### config.mk
export PLATFORM = sky130hd
export DESIGN_NAME = booth_acc_serializer
export DESIGN_NICKNAME = d
export VERILOG_FILES = /design/src/rtl/booth_pkg.sv /design/src/rtl/booth_sat_add.sv /design/src/rtl/booth_acc_serializer.sv
export SDC_FILE = /design/constraint.sdc
export NUM_CORES = 1
export LEC_CHECK = 0
export ABC_AREA = 1
export CAP_MARGIN = 20
export CORE_ASPECT_RATIO = 0.75
export CORE_MARGIN = 10
export CORE_UTILIZATION = 34
export DETAILED_ROUTE_END_ITERATION = 10
export PLACE_DENSITY = 0.49
export SYNTH_ARGS = -nofsm -noshare
export SYNTH_HDL_FRONTEND = slang
export SYNTH_SLANG_ARGS = --single-unit
### constraint.sdc
create_clock -name clk -period 4.4 [get_ports clk]
set_clock_uncertainty 0.05 [all_clocks]
set_input_delay 0.88 -clock clk [delete_from_list [all_inputs] [get_ports clk]]
set_output_delay 0.88 -clock clk [all_outputs]
set_load 0.1 [all_outputs]
### src/rtl/booth_pkg.sv
// Shared types and constants for the Booth multiplier accumulate/serialise path.
package booth_pkg;

    typedef enum logic {
        ACCUM = 1'b0,
        SEND  = 1'b1
    } state_t;

    localparam int PROD_W    = 16;
    localparam int OUT_BYTES = 3;
    localparam int SNAP_W    = 24;

endpackage

### src/rtl/booth_sat_add.sv
// Signed accumulator plus product with clamp to the accumulator range.
import booth_pkg::*;

module booth_sat_add #(
    parameter int ACC_W = 20
) (
    input  logic signed [ACC_W-1:0]  i_acc,
    input  logic signed [PROD_W-1:0] i_prod,
    output logic signed [ACC_W-1:0]  o_sum,
    output logic                     o_ovf
);

    localparam logic signed [ACC_W-1:0] MAX_V = {1'b0, {(ACC_W-1){1'b1}}};
    localparam logic signed [ACC_W-1:0] MIN_V = {1'b1, {(ACC_W-1){1'b0}}};

    // One guard bit is enough: the sum of an ACC_W and a narrower operand
    // always fits in ACC_W+1 bits.
    logic signed [ACC_W:0] w_wide;

    assign w_wide = (ACC_W+1)'(i_acc) + (ACC_W+1)'(i_prod);
    assign o_ovf  = w_wide[ACC_W] ^ w_wide[ACC_W-1];

    // Clamp toward the sign of the exact (wide) result.
    always_comb begin
        o_sum = w_wide[ACC_W-1:0];
        if (o_ovf) begin
            o_sum = w_wide[ACC_W] ? MIN_V : MAX_V;
        end
    end

endmodule

### src/rtl/booth_acc_serializer.sv
// Saturating multiply-accumulate stage with a three-byte LSB-first dump port.
//
// state | meaning
// ------+---------------------------------------------------------------
// ACCUM | products accepted and summed; dump snapshots and starts SEND
// SEND  | snapshot presented byte by byte; products stalled, acc holds
import booth_pkg::*;

module booth_acc_serializer #(
    parameter int ACC_W = 20
) (
    input  logic              clk,
    input  logic              rst_n,
    input  logic              prod_valid,
    output logic              prod_ready,
    input  logic [PROD_W-1:0] prod,
    input  logic              clear,
    input  logic              dump,
    output logic [7:0]        out_byte,
    output logic              out_valid,
    output logic              out_last,
    input  logic              out_ready,
    output logic              sat
);

    localparam logic [1:0] LAST_IDX = 2'(OUT_BYTES - 1);

    state_t                    r_state;
    logic signed [ACC_W-1:0]   r_acc;
    logic [SNAP_W-1:0]         r_snap;
    logic                      r_sat;
    logic [1:0]                r_idx;
    logic [7:0]                r_out_byte;
    logic                      r_out_valid;
    logic                      r_out_last;
    logic                      r_prod_ready;

    logic signed [ACC_W-1:0]   w_sum;
    logic                      w_ovf;
    logic                      w_accept;
    logic signed [ACC_W-1:0]   w_acc_next;
    logic                      w_sat_next;
    logic signed [SNAP_W-1:0]  w_snap_next;
    logic [1:0]                w_idx_inc;

    booth_sat_add #(
        .ACC_W (ACC_W)
    ) u_sat_add (
        .i_acc  (r_acc),
        .i_prod (signed'(prod)),
        .o_sum  (w_sum),
        .o_ovf  (w_ovf)
    );

    // Post-accept view of the accumulator; the snapshot uses this so a product
    // arriving in the dump cycle is included.
    assign w_accept    = prod_valid && (r_state == ACCUM);
    assign w_acc_next  = w_accept ? w_sum : r_acc;
    assign w_sat_next  = r_sat | (w_accept & w_ovf);
    assign w_snap_next = SNAP_W'(w_acc_next);
    assign w_idx_inc   = r_idx + 2'd1;

    // Accumulator, snapshot and serial output sequencing.
    always_ff @(posedge clk or negedge rst_n) begin
        if (!rst_n) begin
            r_state      <= ACCUM;
            r_acc        <= '0;
            r_snap       <= '0;
            r_sat        <= 1'b0;
            r_idx        <= 2'd0;
            r_out_byte   <= 8'h00;
            r_out_valid  <= 1'b0;
            r_out_last   <= 1'b0;
            r_prod_ready <= 1'b1;
        end else begin
            case (r_state)
                ACCUM: begin
                    // clear wins over an accepted product
                    if (clear) begin
                        r_acc <= '0;
                        r_sat <= 1'b0;
                    end else begin
                        r_acc <= w_acc_next;
                        r_sat <= w_sat_next;
                    end
                    if (dump) begin
                        r_snap       <= w_snap_next;
                        r_idx        <= 2'd0;
                        r_out_byte   <= w_snap_next[7:0];
                        r_out_valid  <= 1'b1;
                        r_out_last   <= (LAST_IDX == 2'd0);
                        r_prod_ready <= 1'b0;
                        r_state      <= SEND;
                    end
                end
                SEND: begin
                    if (clear) begin
                        r_acc <= '0;
                        r_sat <= 1'b0;
                    end
                    if (out_ready) begin
                        if (r_idx == LAST_IDX) begin
                            r_out_valid  <= 1'b0;
                            r_out_last   <= 1'b0;
                            r_out_byte   <= 8'h00;
                            r_prod_ready <= 1'b1;
                            r_state      <= ACCUM;
                        end else begin
                            r_idx      <= w_idx_inc;
                            r_out_byte <= r_snap[{w_idx_inc, 3'b000} +: 8];
                            r_out_last <= (w_idx_inc == LAST_IDX);
                        end
                    end
                end
                default: r_state <= ACCUM;
            endcase
        end
    end

    assign prod_ready = r_prod_ready;
    assign out_byte   = r_out_byte;
    assign out_valid  = r_out_valid;
    assign out_last   = r_out_last;
    assign sat        = r_sat;

endmodule

**Word-level counts from Yosys, hierarchy flattened**

Index checks and enable logic that the tools add are counted.

- Input port bits: 22
- Register bits: 55
- Output and inout port bits: 12

- Add/sub/neg operators: 2
- Reduce and logical (&&, ||, !) cells: 5
- Shifts and indexed selects: 1
- Eq/ne operators: 7
- Multiplexer cells: 32
- Bitwise operators: 4

Operator list:

| operator | number |
|---|---|
| 2-to-1 mux 20 bit | 5 |
| one-hot mux 20 bit (2 select lines) | 1 |
| 2-to-1 mux 8 bit | 3 |
| variable part select 24 x 6 -> 8 bit | 1 |
| adder 20 x 16 -> 21 bit | 1 |
| one-hot mux 8 bit (2 select lines) | 1 |
| 2-to-1 mux 1 bit | 13 |
| one-hot mux 1 bit (2 select lines) | 5 |
| inequality test 2 bit, second input constant | 4 |
| 2-to-1 mux 2 bit | 3 |
| AND reduction 3 bit | 2 |
| equality test 2 bit, second input constant | 2 |
| one-hot mux 2 bit (2 select lines) | 1 |
| AND reduction 2 bit | 2 |
| adder 2 x 1 -> 2 bit, second input constant | 1 |
| inequality test 2 x 1 -> 1 bit, second input constant | 1 |
| AND 1 bit | 1 |
| logical AND 1 bit | 1 |
| inverter 1 bit | 1 |
| bitwise OR 1 bit | 1 |
| bitwise XOR 1 bit | 1 |

**Longest topological paths before layout**

Gate-level depths: netlist of the first run.

- Depth after elaboration: 6
- Depth in mapped cells: 17
- Depth with buffers taken out: 17

**By module**

Synthesis of the first run repeated with hierarchy kept, for this count alone.

- Cell total of the unflattened synthesis: 588
- Area, all modules: 4010.1 µm²

By module, submodules not included:

| module | sequential area each (µm²) | cells an instance | instances | area each (µm²) |
|---|---|---|---|---|
| booth_acc_serializer | 1377.6 | 303 | 1 | 2478.6 |
| booth_sat_add | 0.0 | 285 | 1 | 1531.5 |

**Worst setup path before layout of the first run**

No wires, ideal clock.

- Path type: input to register
- Start point: input prod[0]
- End point: register r_snap[10]
- Required time: 4229 ps
- Setup slack: 1647 ps
- Stages on the path: 12
- Arrival: 2582 ps
- Cell sequence: ha_1 inv_1 fa_1 o21ai_2 nand3_2 nand4_1 nand2_2 a21oi_4 buf_8 o21ai_2 o211ai_2 nand2_2

- Longest elaborated chain between the ends: 4
- Elaborated cells between the ends (all ways): 5
- Classes of those cells: 1 x add/sub; 3 x mux; 1 x bitwise

RTL lines:

| item | line | RTL |
|---|---|---|
| start: declaration | booth_acc_serializer.sv:16 | `input logic [PROD_W-1:0] prod,` |
| adder 20 x 16 -> 21 bit * | booth_sat_add.sv:20 | `assign w_wide = (ACC_W+1)'(i_acc) + (ACC_W+1)'(i_prod);` |
| 2-to-1 mux 20 bit or bitwise XOR 1 bit (tied branches) | booth_sat_add.sv:27, booth_sat_add.sv:21 |  |
| 2-to-1 mux 20 bit * | booth_sat_add.sv:26 | `if (o_ovf) begin` |
| 2-to-1 mux 20 bit * | booth_acc_serializer.sv:58 | `assign w_acc_next = w_accept ? w_sum : r_acc;` |
| end signal: assignment | booth_acc_serializer.sv:87 | `r_snap <= w_snap_next;` |
| end: declaration | booth_acc_serializer.sv:30 | `logic [SNAP_W-1:0] r_snap;` |

Mark *: on every way between the ends. The rest lies on a longest branch, timed or not.
A chain may end at the register's enable or synchronous reset.

**Worst setup path in the final report of the first run**

- Start point: input prod[0]
- End point: register r_acc[11]

- Longest elaborated chain between the ends: 6
- Elaborated cells between the ends (all ways): 7
- Classes of those cells: 1 x add/sub; 5 x mux; 1 x bitwise

RTL lines:

| item | line | RTL |
|---|---|---|
| adder 20 x 16 -> 21 bit * | booth_sat_add.sv:20 |  |
| 2-to-1 mux 20 bit or bitwise XOR 1 bit (tied branches) | booth_sat_add.sv:27, booth_sat_add.sv:21 |  |
| 2-to-1 mux 20 bit * | booth_sat_add.sv:26 |  |
| 2-to-1 mux 20 bit * | booth_acc_serializer.sv:58 |  |
| 2-to-1 mux 20 bit * | booth_acc_serializer.sv:79 | `if (clear) begin` |
| one-hot mux 20 bit (2 select lines) * | booth_acc_serializer.sv:76 | `case (r_state)` |
| end signal: assignment | booth_acc_serializer.sv:83 | `r_acc <= w_acc_next;` |
| end: declaration | booth_acc_serializer.sv:29 | `logic signed [ACC_W-1:0] r_acc;` |

Marks and branches as above.

==> impl_metrics.ini, run 1 <==
[global_route]
use_met3 = 0.03454
grt.total_usage = 0.1396
grt_max_degree = 36
top_usage_layer = met1
grt_antenna_before_repair = 0
grt_use_met1 = 0.2157
grt_first_pass_wirelength_mm = 18.09
met2_usage = 0.1929
grt_pass1_vias = 3409
grt-ovfl-total = 0

[synth]
async_flop_share = 1.000
yosys.cell_types.count = 37
ys_warn_count = 0
avgSynthCellArea_sq_um = 7.316
synth-edff-count = 0
ys.flop_type = dfrtp_1
synthCells = 529
yosys_register_bits = 55
synth_nets = 574
synth_area_sq_mm = 0.003870
yosysSeqAreaShare = 0.3560

[routing]
postRouteAntennaNets = 0
dr.pass1.iters = 5
vias_per_cell = 5.027
avgRoutedWirePerCell_um = 16.04
post-route-drc-count = 0
drt_iter0_drc = 263
routed_wirelength_mm = 11.21
route.vias.total = 3514

[worst_setup_path]
crit_family = compound AO/OA/AOI/OAI gates
required_ns = 4.49
rr_startpoint = r_acc[0]$_DFFE_PN0P_
critical_path_class = primary input to register
path_buf_inv = 2
cp_cell_sequence = clkdlybuf4s50_1 > ha_1 > inv_1 > fa_1 > o21ai_2 > nand3_2 > nand4_1 > nand2_2 > a21oi_4 > o21ai_0 > nand2_1 > nor2_1
arrival_ns = 3.64
endpoint_kind = register
critPathLaunchType = primary input
max_stage_delay_ns = 0.49
crit_slowest_cell = clkdlybuf4s50_1
startpoint = prod[0]
worstPathMaxFanout = 15

[sta]
fin_ws_ns = 0.8526
max_freq_ghz = 0.2819
tns_ns = 0
maxSlewViolCount = 0
tightest_slew_ns = 0.9808
rsz0062_at_grt = false
setup_viol = 0
finalCritPeriodShare = 0.8062
max_slew_margin = 0.3441
min_period_ns = 3.547
hold_viol = 0

[clocking]
cts_max_level = 2
postCtsSetupBuffers = 0
clock_path_buffers = 2
cts.clk_slew.worst_paths_ns = 0.08
numCtsBuffers = 5
holdBufCountCts = 0
clk_latency_ns = 0.29
cts.sinks = 55
cts-resized-gates = 0
cts_tree = built
cts_root_buffer = clkbuf_16

[die]
die_w_um = 143.2
start_util = 0.3510
core_sq_mm = 0.01102
std_cell_rows = 33
io_pins = 34
fp.dieH_um = 112.4
dieArea_sq_mm = 0.01609

[placed_design]
dp.cells = 691
gp_congestion = 0.8821
dp_hpwl_mm = 9.026
port_buffers = 33
post-place-ws_ns = 0.6102

[power]
power_density_mw_per_mm2 = 615.2
p_comb_frac = 0.567
clkPwrFrac = 0.151
power.total_mw = 2.750
switching_power_mw = 1.406
ir_worst_vdd_mv = 0.3062
power.internal_mw = 1.344
p_seq_frac = 0.282
swShare = 0.5113
p_leak_nw = 2.167

[run_status]
status = finished, final reports clean

[layout]
fin_nets = 603
finalNonFillerCells = 699
diodes = 0
drive_above_1_share = 0.1306
final_common_cell = nand2_1
fin_util = 0.4055
mostFrequentLayoutCells = 144 x nand2_1, 56 x nor2_1, 54 x dfrtp_1
syn_to_final_growth_pct = 15.52

[min_path]
hp-class = register to register
min_from = out_last$_DFFE_PN0P_

[run]
cap_violations = 0
## worst min-delay path, cell delays in order (launching register included)
cell and delay [ns]:
dfrtp_1 0.35, nand2_1 0.05, nand2_1 0.04
## logic make-up (layout without fill, tap and decap cells)
group           count (synthesis)  after routing  share of synthesized area
buf+inv                        62             92                    0.06563
fa+ha+maj                      23             23                    0.07630
simple gates                  275            275                     0.3110
compound gates                102            102                     0.1639
flops                          55             55                     0.3560
xor+xnor                       12             12                    0.02716
## registers in the layout, summed over array words and instances, names as in the netlist
| register | count |
|---|---|
| out_byte | 8 |
| out_last | 1 |
| out_valid | 1 |
| prod_ready | 1 |
| r_acc | 20 |
| r_idx | 2 |
| r_snap | 20 |
| r_state | 1 |
| sat | 1 |
## power groups by stage
stage          Combinational [mW]  Sequential (mW)  Clock, mW
5_1_grt                      1.73            0.798      0.450
4_1_cts                      1.57            0.778      0.429
3_5_place_dp                 1.56            0.787          0
3_3_place_gp                 1.57            0.781          0
6_report                     1.56            0.776      0.415
2_1_floorplan               0.844             1.11          0
## cells in the mapped netlist (2+ instances only)
master,number,area (sq um)
clkbuf_1,9,33.78
o211ai_2,3,37.54
nand3b_1,4,30.03
a21oi_1,31,155.2
o21ai_1,14,70.07
nand3_2,2,20.02
a31oi_1,3,18.77
nor2_2,3,18.77
a21oi_2,9,78.83
o21ai_0,26,130.1
ha_1,22,275.3
inv_1,41,153.9
xnor2_1,6,52.55
nor2_1,56,210.2
nand2_1,144,540.5
dfrtp_1,54,1351
o21bai_1,3,22.52
nand2_2,15,93.84
inv_2,6,22.52
nor2_4,2,22.52
xor2_1,6,52.55
clkinv_1,2,7.510
or2_2,10,62.56
nor3_1,3,15.01
nand3_1,28,140.1
buf_2,2,10.01
o21ai_2,9,78.83
nand4_1,7,43.79
## worst paths after layout
check                           slack, ns  cells past startpoint                     end
worst max register to register       1.59                     11   r_acc[11]$_DFFE_PN0P_
min in group asynchronous            0.53                      1    r_acc[4]$_DFFE_PN0P_
worst max-delay path                 0.85                     12   r_acc[11]$_DFFE_PN0P_
max in group asynchronous            2.90                      2  prod_ready$_DFFE_PN1P_
worst min-delay path                 0.42                      2    out_last$_DFFE_PN0P_
worst min register to register       0.42                      2    out_last$_DFFE_PN0P_
## metal layers
metal / vias up / share of wire
met5: - / 0
met4: 0 / 0.0060
met3: 6 / 0.062
met2: 81 / 0.40
met1: 1632 / 0.54
li1: 1795 / -
## final cells by class
type	instances	area, sq um
fill	1116	6554
multi-input combinational	412	2238
sequential	55	1378
timing repair buffer	35	340.3
inverter	49	183.9
tap	140	175.2
clock buffer	6	138.9
clock inverter	2	16.27
## stage by stage
step	cell area, sq um	hold WS [ns]
floorplan	3870	0.3995
global placement	4315	0.4070
detailed placement	4315	0.4118
CTS	4471	0.4308
global route	4471	0.4627
finish	4471	0.4242
Power figures use the tool's default switching activity.
==> run 2, diff against run 1 <==
Clock period 4.4 ns to 3.28 ns, I/O delays scaled along.
==> impl_metrics.ini, run 2 (synthesis results as in run 1) <==
[run_status]
status = finished, final reports clean

[layout]
syn_to_final_growth_pct = 18.40
nFillCells = 1160
final_common_cell = nand2_1
fin_util = 0.4156
fin_area_sq_mm = 0.004582
finalNonFillerCells = 713
drive_above_1_share = 0.1728
diodes = 0
mostFrequentLayoutCells = 144 x nand2_1, 56 x nor2_1, 54 x dfrtp_1
fin_nets = 617

[clocking]
cts_max_level = 2
cts.sinks = 55
cts_tree = built
postCtsSetupBuffers = 0
cts_root_buffer = clkbuf_16
clk_latency_ns = 0.30
numCtsBuffers = 5
clock_path_buffers = 2
cts.clk_slew.worst_paths_ns = 0.07

[die]
fp.dieH_um = 112.4
start_util = 0.3510
core_sq_mm = 0.01102
dieArea_sq_mm = 0.01609
die_w_um = 143.2
io_pins = 34
std_cell_rows = 33

[worst_setup_path]
reg2reg_to = r_snap[17]$_DFFE_PN0P_
worstPathMaxFanout = 6
rr_startpoint = r_acc[16]$_DFFE_PN0P_
critical_path_class = primary input to register
reg2regPathDepth = 11
endpoint_kind = register
regToRegSetupSlack_ns = 0.69
arrival_ns = 3.25
required_ns = 3.42
critPathLaunchType = primary input

[placed_design]
dp.cells = 705
post-place-ws_ns = -0.02623
gp_congestion = 0.8594
dp_hpwl_mm = 9.498
placed_area_sq_mm = 0.004403
port_buffers = 33

[power]
ir_worst_vdd_mv = 0.4210
p_seq_frac = 0.273
switching_power_mw = 1.923
p_leak_nw = 2.272
p_comb_frac = 0.562
power_density_mw_per_mm2 = 834.7
swShare = 0.5028
power.internal_mw = 1.901
clkPwrFrac = 0.165
power.total_mw = 3.824

[sta]
max_freq_ghz = 0.3213
min_period_ns = 3.112
finalCritPeriodShare = 0.9488
hold_viol = 0
rsz0062_at_grt = false
tightest_slew_ns = 0.8364
maxSlewViolCount = 0
timing.hold.ws_ns = 0.3104
max_slew_margin = 0.4406
fin_ws_ns = 0.1679
tns_ns = 0
setup_viol = 0

[routing]
route.vias.total = 3591
dr.pass1.iters = 4
routed_wirelength_mm = 11.69
avgRoutedWirePerCell_um = 16.40
postRouteAntennaNets = 0
vias_per_cell = 5.036
drt_iter0_drc = 308
post-route-drc-count = 0

[global_route]
grt-ovfl-total = 0
grt.total_usage = 0.1455
grt_max_degree = 35
grt_first_pass_wirelength_mm = 18.64
grt_pass1_vias = 3537
grt_antenna_before_repair = 0

[min_path]
hp-class = primary input to async pin

[run]
cap_violations = 0
## run 2: cell type report
class / count / area, sq um / area share
inverter: 49 / 183.9 / 0.04014
timing repair buffer: 49 / 427.9 / 0.09339
clock buffer: 6 / 138.9 / 0.03031
tap: 140 / 175.2 / 0.03823
sequential: 55 / 1378 / 0.3007
multi-input combinational: 412 / 2243 / 0.4896
clock inverter: 2 / 35.03 / 0.007646
## run 2: what timing repair did
action                     in CTS  in global routing
hold buffers                    0                  0
setup endpoints to repair       0                  1
resized for setup               0                  1
## run 2: power by group through the flow
stage | sequential (mW) | clock [mW] | combinational, mW
final | 1.04 | 0.631 | 2.15
after detailed placement | 1.06 | 0 | 2.14
after global routing | 1.07 | 0.671 | 2.35
after CTS | 1.05 | 0.644 | 2.15
after floorplan | 1.49 | 0 | 1.13
after global placement | 1.06 | 0 | 2.14
## run 2: worst max-delay path by stage
stage / start / end / cells after the start
6_report: prod[15] / r_snap[17]$_DFFE_PN0P_ / 12
5_1_grt: prod[15] / r_snap[17]$_DFFE_PN0P_ / 14
3_5_place_dp: prod[15] / r_snap[17]$_DFFE_PN0P_ / 12
2_1_floorplan: prod[0] / r_snap[10]$_DFFE_PN0P_ / 12
4_1_cts: prod[15] / r_snap[17]$_DFFE_PN0P_ / 12
3_3_place_gp: prod[15] / r_snap[17]$_DFFE_PN0P_ / 12
## run 2: critical path, stage by stage
cell and delay [ns]:
clkdlybuf4s50_1 0.51, ha_1 0.44, nand2_1 0.15, nor4_1 0.56, buf_4 0.21, nand3_1 0.06, nand3_1 0.18, xor2_1 0.12
o21ai_1 0.17, nand2_1 0.07, nand2_1 0.06, nand2_1 0.05
## run 2: per-layer routing
metal | vias to the layer above | GRT usage | routed length (um)
met2 | 82 | 0.2056 | 4769
met1 | 1687 | 0.2183 | 6083
met3 | 6 | 0.03665 | 753
met4 | 0 | 0.02332 | 85
li1 | 1816 | - | -
met5 | - | 0 | 0
